$ cat config.mk
export PLATFORM = sky130hd
export DESIGN_NAME = imem_loader_flat
export DESIGN_NICKNAME = d
export VERILOG_FILES = /design/src/rtl/imem_loader_if.sv /design/src/rtl/imem_loader.sv /design/src/flat_wrapper.sv
export SDC_FILE = /design/constraint.sdc
export NUM_CORES = 1
export LEC_CHECK = 0
export ABC_AREA = 1
export CAP_MARGIN = 40
export CORE_MARGIN = 3
export CORE_UTILIZATION = 55
export DETAILED_ROUTE_END_ITERATION = 7
export DONT_BUFFER_PORTS = 1
export PLACE_DENSITY = 0.79
export SLEW_MARGIN = 20
export SYNTH_ARGS = -nofsm -noshare
export SYNTH_HDL_FRONTEND = slang
export SYNTH_SLANG_ARGS = --single-unit
$ cat constraint.sdc
create_clock -name clk -period 2.21 [get_ports clk]
set_input_delay 0.221 -clock clk [delete_from_list [all_inputs] [get_ports clk]]
set_output_delay 0.221 -clock clk [all_outputs]
set_load 0.005 [all_outputs]
$ cat src/rtl/imem_loader_if.sv
// imem_loader_if: UART RX byte stream into the loader and the instruction RAM write port out of it.
interface imem_loader_if;
   logic [7:0] rx_data;
   logic rx_valid;
   logic wr_en;
   logic [31:0] wr_addr;
   logic [31:0] wr_data;
   modport master (input rx_data, rx_valid, output wr_en, wr_addr, wr_data);
   modport slave (output rx_data, rx_valid, input wr_en, wr_addr, wr_data);
endinterface

$ cat src/rtl/imem_loader.sv
// imem_loader: writes a framed UART program image into instruction RAM while holding the CPU.
// Define IMEM_LOADER_CHECKSUM_EN to expect a trailing XOR checksum byte after the data.
module imem_loader #(
   parameter int DEPTH = 256,
   parameter logic [7:0] SYNC_BYTE = 8'hA5,
   parameter int TIMEOUT_CYCLES = 1000000
) (
   input logic clk,
   input logic reset,
   input logic load_en,
   imem_loader_if.master bus,
   output logic cpu_hold,
   output logic done,
   output logic error
);
   localparam int IW = $clog2(DEPTH);
   localparam int TW = $clog2(TIMEOUT_CYCLES);
   localparam logic [15:0] DMAX = 16'(DEPTH);
   localparam logic [TW-1:0] TMAX = TW'(TIMEOUT_CYCLES - 1);
   typedef enum logic [2:0] {IDLE, LEN_HI, LEN_LO, DATA, CSUM, DONE, ERROR} state_t;
   state_t state;
   state_t tail;
   logic [15:0] len;
   logic [15:0] cnt;
   logic [IW-1:0] idx;
   logic [1:0] nb;
   logic [23:0] acc;
   logic [TW-1:0] tmo;
   logic active;
   logic last;
`ifdef IMEM_LOADER_CHECKSUM_EN
   logic [7:0] csum;
   assign tail = CSUM;
   always_ff @(posedge clk) begin
      if (reset) csum <= '0;
      else if (load_en && bus.rx_valid) csum <= state == LEN_HI ? bus.rx_data : csum ^ bus.rx_data;
   end
`else
   assign tail = DONE;
`endif
   assign active = state inside {LEN_HI, LEN_LO, DATA, CSUM};
   assign cnt = {len[15:8], bus.rx_data};
   assign last = 16'(idx) == len - 16'd1;
   always_ff @(posedge clk) begin
      if (reset) begin
         state <= IDLE;
         len <= '0;
         idx <= '0;
         nb <= '0;
         acc <= '0;
         tmo <= '0;
         bus.wr_en <= 1'b0;
         bus.wr_addr <= '0;
         bus.wr_data <= '0;
         cpu_hold <= 1'b0;
         done <= 1'b0;
         error <= 1'b0;
      end else if (!load_en) begin
         state <= IDLE;
         idx <= '0;
         nb <= '0;
         tmo <= '0;
         bus.wr_en <= 1'b0;
         cpu_hold <= 1'b0;
         done <= 1'b0;
         error <= 1'b0;
      end else begin
         bus.wr_en <= 1'b0;
         tmo <= (active && !bus.rx_valid) ? tmo + 1'b1 : '0;
         if (active && !bus.rx_valid && tmo == TMAX) begin
            state <= ERROR;
            error <= 1'b1;
            cpu_hold <= 1'b0;
         end else if (bus.rx_valid) begin
            case (state)
               IDLE: if (bus.rx_data == SYNC_BYTE) begin
                  state <= LEN_HI;
                  cpu_hold <= 1'b1;
                  idx <= '0;
                  nb <= '0;
               end
               LEN_HI: begin
                  len[15:8] <= bus.rx_data;
                  state <= LEN_LO;
               end
               LEN_LO: begin
                  len[7:0] <= bus.rx_data;
                  if (cnt == '0) begin
                     state <= tail;
                     done <= tail == DONE;
                     cpu_hold <= tail != DONE;
                  end else if (cnt > DMAX) begin
                     state <= ERROR;
                     error <= 1'b1;
                     cpu_hold <= 1'b0;
                  end else state <= DATA;
               end
               DATA: begin
                  acc <= {acc[15:0], bus.rx_data};
                  nb <= nb + 1'b1;
                  if (nb == 2'd3) begin
                     bus.wr_en <= 1'b1;
                     bus.wr_addr <= 32'(idx) << 2;
                     bus.wr_data <= {acc, bus.rx_data};
                     idx <= idx + 1'b1;
                     if (last) begin
                        state <= tail;
                        done <= tail == DONE;
                        cpu_hold <= tail != DONE;
                     end
                  end
               end
`ifdef IMEM_LOADER_CHECKSUM_EN
               CSUM: begin
                  state <= bus.rx_data == csum ? DONE : ERROR;
                  done <= bus.rx_data == csum;
                  error <= bus.rx_data != csum;
                  cpu_hold <= 1'b0;
               end
`endif
               default: ;
            endcase
         end
      end
   end
endmodule
$ cat src/flat_wrapper.sv
// flat-port wrapper written by rule: the top's interface ports become plain ports
module imem_loader_flat 
#(
   parameter int DEPTH = 256,
   parameter logic [7:0] SYNC_BYTE = 8'hA5,
   parameter int TIMEOUT_CYCLES = 1000000
)
  (clk, reset, load_en, cpu_hold, done, error, bus_rx_data, bus_rx_valid, bus_wr_en, bus_wr_addr, bus_wr_data);
  imem_loader_if bus_i ();
  input logic clk;
  input logic reset;
  input logic load_en;
  output logic cpu_hold;
  output logic done;
  output logic error;
  input wire logic [$bits(bus_i.rx_data)-1:0] bus_rx_data;
  input wire logic [$bits(bus_i.rx_valid)-1:0] bus_rx_valid;
  output wire logic [$bits(bus_i.wr_en)-1:0] bus_wr_en;
  output wire logic [$bits(bus_i.wr_addr)-1:0] bus_wr_addr;
  output wire logic [$bits(bus_i.wr_data)-1:0] bus_wr_data;
  assign bus_i.rx_data = bus_rx_data;
  assign bus_i.rx_valid = bus_rx_valid;
  assign bus_wr_en = bus_i.wr_en;
  assign bus_wr_addr = bus_i.wr_addr;
  assign bus_wr_data = bus_i.wr_data;
  imem_loader #(.DEPTH(DEPTH), .SYNC_BYTE(SYNC_BYTE), .TIMEOUT_CYCLES(TIMEOUT_CYCLES)) u_core (.clk(clk), .reset(reset), .load_en(load_en), .bus(bus_i), .cpu_hold(cpu_hold), .done(done), .error(error));
endmodule
==> results of run 1 <==
## placed cells by master (no fill, tap or decap), types with 3 or more instances in the layout
cell,netlist,layout
nor2_4,2,3
o21ai_0,86,86
nand3_1,35,35
nand2_1,114,112
clkinvlp_4,0,3
nor2_2,1,6
dlygate4sd3_1,0,13
ha_1,4,3
dfxtp_1,117,117
buf_4,26,8
a211oi_1,4,4
nor2_1,181,175
nor3_1,12,10
inv_2,5,6
a21oi_1,45,45
inv_6,0,8
clkbuf_16,0,16
inv_8,0,3
nand2_2,1,3
xor2_1,9,9
inv_1,68,67
nand4_1,11,11
conb_1,1,24
## how the worst min path moves through the flow
stage	slack [ps]	cells after the start	startpoint	end
2_1_floorplan	290	1	reset	u_core.bus.wr_data[22]
3_3_place_gp	290	1	reset	u_core.len[9]
3_5_place_dp	290	1	reset	u_core.bus.wr_data[22]
4_1_cts	60	3	bus_rx_valid	u_core.len[3]
5_1_grt	100	3	load_en	u_core.len[3]
6_report	80	3	bus_rx_valid	u_core.len[3]
## layer usage
metal | wire length, um | part of all wire [%] | track usage (%)
met5 | 0 | 0 | 0
met4 | 242 | 1.9 | 9.307
met3 | 999 | 7.6 | 5.835
met2 | 6194 | 47 | 39.42
met1 | 5641 | 43 | 31.09
## timing repair
item | in CTS | in global routing
setup endpoints to repair | 0 | 7
gates resized for setup | 0 | 16
endpoints found under the hold margin | 35 | 0
hold buffers | 13 | 0
## report_power, final
| group | internal (mW) | switching, mW | leakage (nW) |
|---|---|---|---|
| registers | 2.11 | 0.000471 | 0.942 |
| logic | 0.0275 | 0.0648 | 1.49 |
| clock network | 1.43 | 1.10 | 0.263 |
| total | 3.56 | 1.17 | 2.69 |
## cells by family (layout without fill, tap and decap cells)
| kind of cell | count (synthesis) | after routing | share of synthesized area (%) |
|---|---|---|---|
| AND/OR/NAND/NOR | 366 | 366 | 28.63 |
| AO/OA/AOI/OAI | 140 | 140 | 13.82 |
| buffers and inverters | 121 | 128 | 10.59 |
| flip-flops | 117 | 117 | 44.14 |
| XOR/XNOR | 11 | 11 | 1.816 |
| adder cells (fa/ha/maj) | 4 | 4 | 0.9432 |
| other | 1 | 24 | 0.07067 |
## sequential cells by signal, summed over array words and instances, names as in the netlist, 2 cells and up
| name | cells |
|---|---|
| u_core.bus.wr_data | 32 |
| u_core.idx | 8 |
| u_core.len | 16 |
| u_core.tmo | 20 |
| u_core.nb | 2 |
| u_core.acc | 24 |
| u_core.state | 3 |
| u_core.bus.wr_addr | 8 |
## per-stage QoR
step	instances	hold slack (ps)	utilization, %	power (mW)	setup TNS, ps
after floorplan	783	290.1	-	2.236	0
after global placement	873	292.4	57.17	2.215	0
after detailed placement	874	293.6	57.46	2.215	0
after CTS	919	62.13	64.75	4.758	0
after global routing	919	101.6	65.39	4.869	-31.99
final	919	84.97	65.39	4.733	0
## cell type report
class                           count  area (sq um)
Timing Repair Buffer               22         217.7
Clock buffer                       17         414.1
Clock inverter                     15         135.1
Sequential cell                   117          2342
Tap cell                          129         161.4
Fill cell                         796          3228
Multi-Input combinational cell    545          2549
Inverter                           74         280.3
## worst register-to-register path: cells and delay by family, from the launching register on
kind          cells  cell delay [ps]
buf+inv           3              180
fa+ha+maj         1              240
simple gates     13             1130
flops             1              360
==> run metrics, run 1 <==
final instance area 0.006100 sq mm; I/O Buffers 0; family with the most delay on the worst path simple AND/OR/NAND/NOR gates; CP Buf/Inv Count 3; FF-to-FF End u_core.state[1]; Worst Tran Pin Value 607.5 ps; layout cells sized above 1 8.608%; HP Class in -> reg; type of the worst setup path reg -> reg; worst reg2reg path depth 17; CP Launch Point u_core.len[0]; number of setup buffers added after CTS 0; drt total wl 13080 um; drt wl/cell 14.23 um; post-synth top area share 44.14%; Layout area overhead 14.95%; Distinct cells, synth 32; Slew HR 59.50%; All-Layer GR Usage 24.19%; n_diodes 0; clk_skew 11.89 ps; DRC viols 0; top_reg_cell synth dfxtp_1; chip height 104.2 um; RePlAce Congestion 0.9253; fmax 510.3 MHz; setup violators final 0; crit start category flop; CP cell instances inv_2 -> ha_4 -> inv_1 -> nand2_1 -> nand2_1 -> nand2_1 -> nor2_2 -> nand2_1 -> inv_1 -> nand2_1 -> nor2_2 -> nand4_1 -> nand2_2 -> nand2_1 -> nand2_1 -> nor2_1 -> nor2_1; HPWL after DPL 8759 um; reg2reg start u_core.len[0]; Vias 4864; clock buffer count from CTS 17; Levels on crit path 17; CP most frequent cell nand2_1; cell area after synthesis 0.005306 sq mm; die area 0.01086 sq mm; Worst-path clk slew 60 ps; ys async rst share 0%; Place WS 109.0 ps; Mapped Cells 760; Placement Rows 35; largest net degree at the start of global routing 77; dominant cell type by area after synthesis dfxtp_1; fin worst setup slack 250.4 ps; Max-Cap Viols 0; H-tree lvl count 4; Cell Area, Placed 0.005360 sq mm; Seq cells post-synth 117; Initial Util 56.89%; CP endpoint u_core.state[1]; Seq/Total Area, Yosys 44.14%; top post-synthesis cells by area dfxtp_1 44%, nor2_1 13%, o21ai_0 8.1%, nand2_1 8.1%, inv_1 4.8%; Syn. warnings 0; Final Net Count 793; CTS Buffer Depth 2; vias in the first global route 4540; VDD IR-drop max 488.6 uV; die width 104.2 um; clk sinks 117; Placeable Area 0.009328 sq mm; 1st-iter DRT viols 362; FF-to-FF setup slack 250 ps; Static Leak 2.693 nW; initial antenna violation count 0; most numerous cell in the Yosys netlist nor2_1; GRT overflow 0; outcome completed; critical path required time 2650 ps; synth cell count leaders 181 x nor2_1, 117 x dfxtp_1, 114 x nand2_1; Power Dens Cells 776.0 mW/mm^2; Post-synth EDFFs 0; Crit-path slowest cell dfxtp_1; Arr. time, crit path 2400 ps; Final Hold Viols 0; Max FO, Critical Path 6; Critical Path End Type flop; vias per std cell 5.293; Clock Latency Late Sink 510 ps; first-pass GRT wire length 21420 um; IO Pins 80; Worst path max stage delay 360 ps; Avg Inst Size Synth 6.982 sq um; Final ANT Viol Nets 0; first drt pass iteration count 5; CTS tree built; Final Critical Period 1960 ps; max-slew violations 0; Tcrit/Tclk final 88.67%; CTS root buf clkbuf_8
Note: power is estimated with default switching activity, not from simulation.
==> run 2: changes to the inputs <==
--- a/config.mk
+++ b/config.mk
@@ -6,7 +6,6 @@
 export NUM_CORES = 1
 export LEC_CHECK = 0
 export ABC_AREA = 1
-export CAP_MARGIN = 40
 export CORE_MARGIN = 3
 export CORE_UTILIZATION = 55
 export DETAILED_ROUTE_END_ITERATION = 7
==> run metrics, run 2 (synthesized netlist as in run 1, its figures left out) <==
outcome completed; commonest non-fill, non-tap cell in the layout nor2_1; Place WS 101.0 ps (-7.942 ps); Worst-path clk slew 60 ps (about the same); final core occ 65.26% (-0.13 points); Final Net Count 790 (-0.38%); 1st-iter DRT viols 372 (+2.8%); critical path required time 2650 ps (about the same); Final Hold Viols 0 (unchanged); die width 104.2 um (unchanged); drt total wl 13140 um (+0.45%); first-pass GRT wire length 21740 um (+1.5%); Layout area overhead 14.71%; fin worst setup slack 178.5 ps (-71.93 ps); total power 4.995 mW (+5.5%); Max-Cap Viols 0 (unchanged); largest net degree at the start of global routing 77 (unchanged); RSZ-0062 raised after global routing yes; final instance area 0.006087 sq mm (-0.21%); die area 0.01086 sq mm (unchanged); Crit-path slowest cell dfxtp_1; layout cells sized above 1 7.624% (-0.98 points); number of setup buffers added after CTS 0 (unchanged); GRT overflow 0 (unchanged); max-slew violations 0 (unchanged); first drt pass iteration count 5 (unchanged); fmax 492.2 MHz (-3.5%); HPWL after DPL 8721 um (-0.43%); DRC viols 0 (unchanged); Tcrit/Tclk final 91.92% (+3.3 points); Initial Util 56.89% (unchanged); Placement Rows 35 (unchanged); Worst path max stage delay 350 ps (about the same); initial antenna violation count 0 (unchanged); IO Pins 80 (unchanged); HP Class in -> reg; setup violators final 0 (unchanged); CTS Buffer Depth 2 (unchanged); drt wl/cell 14.34 um (+0.78%); chip height 104.2 um (unchanged); Largest regs u_core.bus.wr_data (32), u_core.acc (24), u_core.tmo (20); Final Critical Period 2032 ps (+71.93 ps); Max FO, Critical Path 6 (unchanged); Cell Area, Placed 0.005333 sq mm (-0.51%); CP cell instances inv_1 -> ha_4 -> inv_1 -> nand2_1 -> nand2_1 -> nand2_1 -> nor2_1 -> nand2_1 -> inv_1 -> nand2_1 -> nor2_1 -> nand4_1 -> nand2_2 -> nand2_1 -> nand2_1 -> nor2_1 -> nor2_1; clk_skew 7.615 ps (-4.270 ps); Worst Tran Pin Value 974.3 ps (+366.8 ps); max reg flops 32 (unchanged); crit start category flop; Arr. time, crit path 2470 ps (+70 ps); I/O Buffers 0 (unchanged); Placeable Area 0.009328 sq mm (unchanged); All-Layer GR Usage 24.60% (+0.42 points); n_diodes 0 (unchanged); Static Leak 2.692 nW (about the same); Final ANT Viol Nets 0 (unchanged); Critical Path End Type flop; vias in the first global route 4489 (-1.1%); family with the most delay on the worst path simple AND/OR/NAND/NOR gates; commonest non-fill, non-tap cells in the layout 179 x nor2_1, 117 x dfxtp_1, 112 x nand2_1, 86 x o21ai_0, 68 x inv_1; Slew HR 34.98% (-25 points); clock buffer count from CTS 17 (unchanged); Power Dens Cells 820.7 mW/mm^2 (+5.8%); RePlAce Congestion 0.9253 (unchanged); CTS tree built; clk sinks 117 (unchanged); VDD IR-drop max 507.7 uV (+3.9%); vias per std cell 5.277 (-0.29%); CP Buf/Inv Count 3 (unchanged); Vias 4834 (-0.62%); CP most frequent cell nand2_1; worst hold slack 24.65 ps (-60.33 ps); CTS root buf clkbuf_8; Clock Latency Late Sink 510 ps (about the same); type of the worst setup path reg -> reg; H-tree lvl count 4 (unchanged); Reg with most FFs u_core.bus.wr_data; # fillers 801 (+0.63%)
==> run 2: cell count changes in the layout (fill, tap and decap cells not counted), sizes merged <==
cell         previous run  this run
inv                    85        81
clkinv                  1         2
buf                     9         8
dlygate4sd3            13        11
bufinv                  0         3
==> run 2: what timing repair did <==
| item | in CTS | in global routing |
|---|---|---|
| hold buffers | 11 | 0 |
| setup endpoints to repair | 0 | 7 |
| hold endpoints to repair | 34 | 0 |
| gates resized for setup | 0 | 9 |
==> run 2: per-stage QoR <==
stage               cells  setup TNS, ps
floorplan             783              0
global placement      873              0
detailed placement    873              0
CTS                   916              0
global route          916         -18.66
finish                916              0
==> run 2: layout make-up <==
type	instances	area [sq um]	area share (%)
multi-input cells	545	2527	41.52
flip-flops and latches	117	2342	38.48
clock buffers	17	414.1	6.804
inverters	74	280.3	4.604
clock inverters	15	191.4	3.145
repair buffers	19	170.2	2.795
well taps	129	161.4	2.652
==> run 2: routing by layer <==
metal | part of all wire (%) | GRT usage, % | vias to the layer above | routed length, um
li1 | - | - | 2423 | -
met1 | 43 | 31.50 | 2196 | 5592
met2 | 48 | 39.88 | 194 | 6266
met3 | 8.0 | 7.387 | 21 | 1045
met4 | 1.8 | 7.977 | 0 | 233
met5 | 0 | 0 | - | 0
==> run 2: worst paths after layout <==
kind | from | endpoint | cells past startpoint | slack, ps
max | u_core.len[0] | u_core.state[2] | 17 | 180
min | bus_rx_valid | u_core.done | 3 | 20
max reg2reg | u_core.len[0] | u_core.state[2] | 17 | 180
min reg2reg | u_core.tmo[17] | u_core.tmo[17] | 2 | 450
==> run 2: where the power goes <==
part           total, mW  internal [mW]  switching, mW  leakage [nW]
clock network       2.80           1.74           1.05         0.287
registers           2.11           2.11       0.000457         0.942
logic             0.0902         0.0251         0.0651          1.46
total               5.00           3.88           1.12          2.69
==> run 2: worst reg2reg max path, cell delays in order (launching register included) <==
cell and delay (ps):
dfxtp_1 350, inv_1 110, ha_4 260, inv_1 50, nand2_1 50, nand2_1 50
nand2_1 50, nor2_1 140, nand2_1 60, inv_1 50, nand2_1 50, nor2_1 100
nand4_1 160, nand2_2 170, nand2_1 90, nand2_1 90, nor2_1 50, nor2_1 90
==> run 3: changes to the inputs <==
--- a/config.mk
+++ b/config.mk
@@ -11,6 +11,7 @@
 export DETAILED_ROUTE_END_ITERATION = 7
 export DONT_BUFFER_PORTS = 1
 export PLACE_DENSITY = 0.79
+export REMOVE_ABC_BUFFERS = 1
 export SLEW_MARGIN = 20
 export SYNTH_ARGS = -nofsm -noshare
 export SYNTH_HDL_FRONTEND = slang
==> run metrics, run 3 (synthesized netlist as in run 1, its figures left out) <==
GRT overflow 0 (unchanged); RSZ-0062 raised after global routing yes; drt wl/cell 14.48 um (+0.97%); max reg flops 32 (unchanged); Slew HR 59.88% (+25 points); IO Pins 80 (unchanged); Initial Util 56.89% (unchanged); Tcrit/Tclk final 90.42% (-1.5 points); CP Buf/Inv Count 1 (-2); chip height 104.2 um (unchanged); fmax 500.4 MHz (+1.7%); first drt pass iteration count 5 (unchanged); Worst-path clk slew 60 ps (about the same); VDD IR-drop max 472.8 uV (-6.9%); max-slew violations 0 (unchanged); vias in the first global route 4778 (+6.4%); CP cell instances inv_1 -> ha_1 -> nand2_1 -> nor2_2 -> nand2_1 -> nand2_1 -> nand3_1 -> nor2_1 -> nand4_1 -> nand2_2 -> nand2_1 -> nand2_1 -> nor2_1 -> nor2_1; CTS tree built; CP most frequent cell nand2_1; Static Leak 2.705 nW (+0.49%); worst hold slack 58.20 ps (+33.55 ps); H-tree lvl count 4 (unchanged); outcome completed; type of the worst setup path reg -> reg; Reg with most FFs u_core.bus.wr_data; Vias 4956 (+2.5%); Power Dens Cells 787.1 mW/mm^2 (-4.1%); RePlAce Congestion 0.9023 (-2.5%); drt total wl 13340 um (+1.5%); Final ANT Viol Nets 0 (unchanged); commonest non-fill, non-tap cell in the layout nor2_1; clk sinks 117 (unchanged); Placement Rows 35 (unchanged); die width 104.2 um (unchanged); Clock Latency Late Sink 510 ps (about the same); Worst path max stage delay 320 ps (-30 ps); Placeable Area 0.009328 sq mm (unchanged); Critical Path End Type flop; Crit-path slowest cell dfxtp_1; Layout area overhead 14.62% (about the same); clk_skew 10.05 ps (+2.432 ps); HPWL after DPL 8733 um (+0.14%); number of setup buffers added after CTS 0 (unchanged); Final Critical Period 1998 ps (-33.25 ps); Max-Cap Viols 0 (unchanged); Finished Layout Cells 921 (+0.55%); critical path required time 2660 ps (about the same); first-pass GRT wire length 22330 um (+2.7%); die area 0.01086 sq mm (unchanged); Final Net Count 795 (+0.63%); Arr. time, crit path 2450 ps (-20 ps); DRC viols 0 (unchanged); I/O Buffers 0 (unchanged); Worst Tran Pin Value 601.8 ps (-372.4 ps); CTS Buffer Depth 2 (unchanged); commonest non-fill, non-tap cells in the layout 179 x nor2_1, 117 x dfxtp_1, 112 x nand2_1, 86 x o21ai_0, 67 x inv_1; setup violators final 0 (unchanged); Max FO, Critical Path 6 (unchanged); HP Class in -> reg; Final TNS setup 0 ps (unchanged); vias per std cell 5.381 (+2.0%); Final Hold Viols 0 (unchanged); initial antenna violation count 0 (unchanged); Largest regs u_core.bus.wr_data (32), u_core.acc (24), u_core.tmo (20); All-Layer GR Usage 24.87% (+0.26 points); DP Cell Count 876 (+0.34%); family with the most delay on the worst path simple AND/OR/NAND/NOR gates; clock buffer count from CTS 17 (unchanged); largest net degree at the start of global routing 77 (unchanged); 1st-iter DRT viols 398 (+7.0%); layout cells sized above 1 8.081% (+0.46 points); CTS root buf clkbuf_8; crit start category flop; n_diodes 0 (unchanged)
[run 3: changes by cell type in the layout (fill, tap and decap cells not counted), moves of 2 or more]
cell	previous run	this run
buf_4	8	11
bufinv_16	3	1
clkbuf_8	1	3
clkinv_2	0	3
clkinv_4	2	5
clkinvlp_4	3	1
dlygate4sd3_1	11	13
inv_6	7	3
[run 3: final timing paths]
path | startpoint | cells after the start | slack [ps] | end
max | u_core.len[0] | 14 | 210 | u_core.state[2]
min | load_en | 2 | 60 | u_core.len[13]
max reg2reg | u_core.len[0] | 14 | 210 | u_core.state[2]
min reg2reg | u_core.tmo[0] | 1 | 440 | u_core.tmo[0]
[run 3: final cells by class]
class                           instances  area (sq um)
Inverter                               74         280.3
Clock buffer                           19         441.7
Fill cell                             807          3246
Tap cell                              129         161.4
Clock inverter                         13         122.6
Timing Repair Buffer                   24         212.7
Multi-Input combinational cell        545          2521
Sequential cell                       117          2342
[run 3: worst register-to-register path, cell delays in order, from the launching register on]
cell     delay [ps]
dfxtp_1         320
inv_1           100
ha_1            230
nand2_1         140
nor2_2          190
nand2_1          90
nand2_1          80
nand3_1          90
nor2_1          100
nand4_1          90
nand2_2         140
nand2_1         110
nand2_1         110
nor2_1           50
nor2_1           80
[run 3: per-layer routing]
layer	global-route usage, %	wire (um)	vias up
li1	-	-	2439
met1	30.03	5614	2275
met2	42.29	6469	207
met3	7.014	918	35
met4	9.022	335	0
met5	0	0	-
[run 3: through the flow]
step | utilization [%] | area (sq um) | power (mW) | setup WS, ps
global placement | 57.41 | 5355 | 2.215 | 289.2
detailed placement | 57.41 | 5355 | 2.217 | 136.2
finish | 65.20 | 6082 | 4.787 | 211.7
CTS | 64.86 | 6050 | 4.803 | 106.1
global route | 65.20 | 6082 | 4.925 | -19.47
floorplan | - | 5111 | 2.202 | -464.6
[run 3: what timing repair did]
| action | 4_1_cts | 5_1_grt |
|---|---|---|
| hold buffers | 13 | 0 |
| gates resized for setup | 0 | 8 |
| setup endpoints to repair | 0 | 8 |
| endpoints found under the hold margin | 36 | 0 |
[run 3: where the power goes]
part | switching, mW | internal (mW) | total (mW)
Clock | 1.02 | 1.56 | 2.59
Combinational | 0.0643 | 0.0262 | 0.0905
Sequential | 0.000512 | 2.11 | 2.11
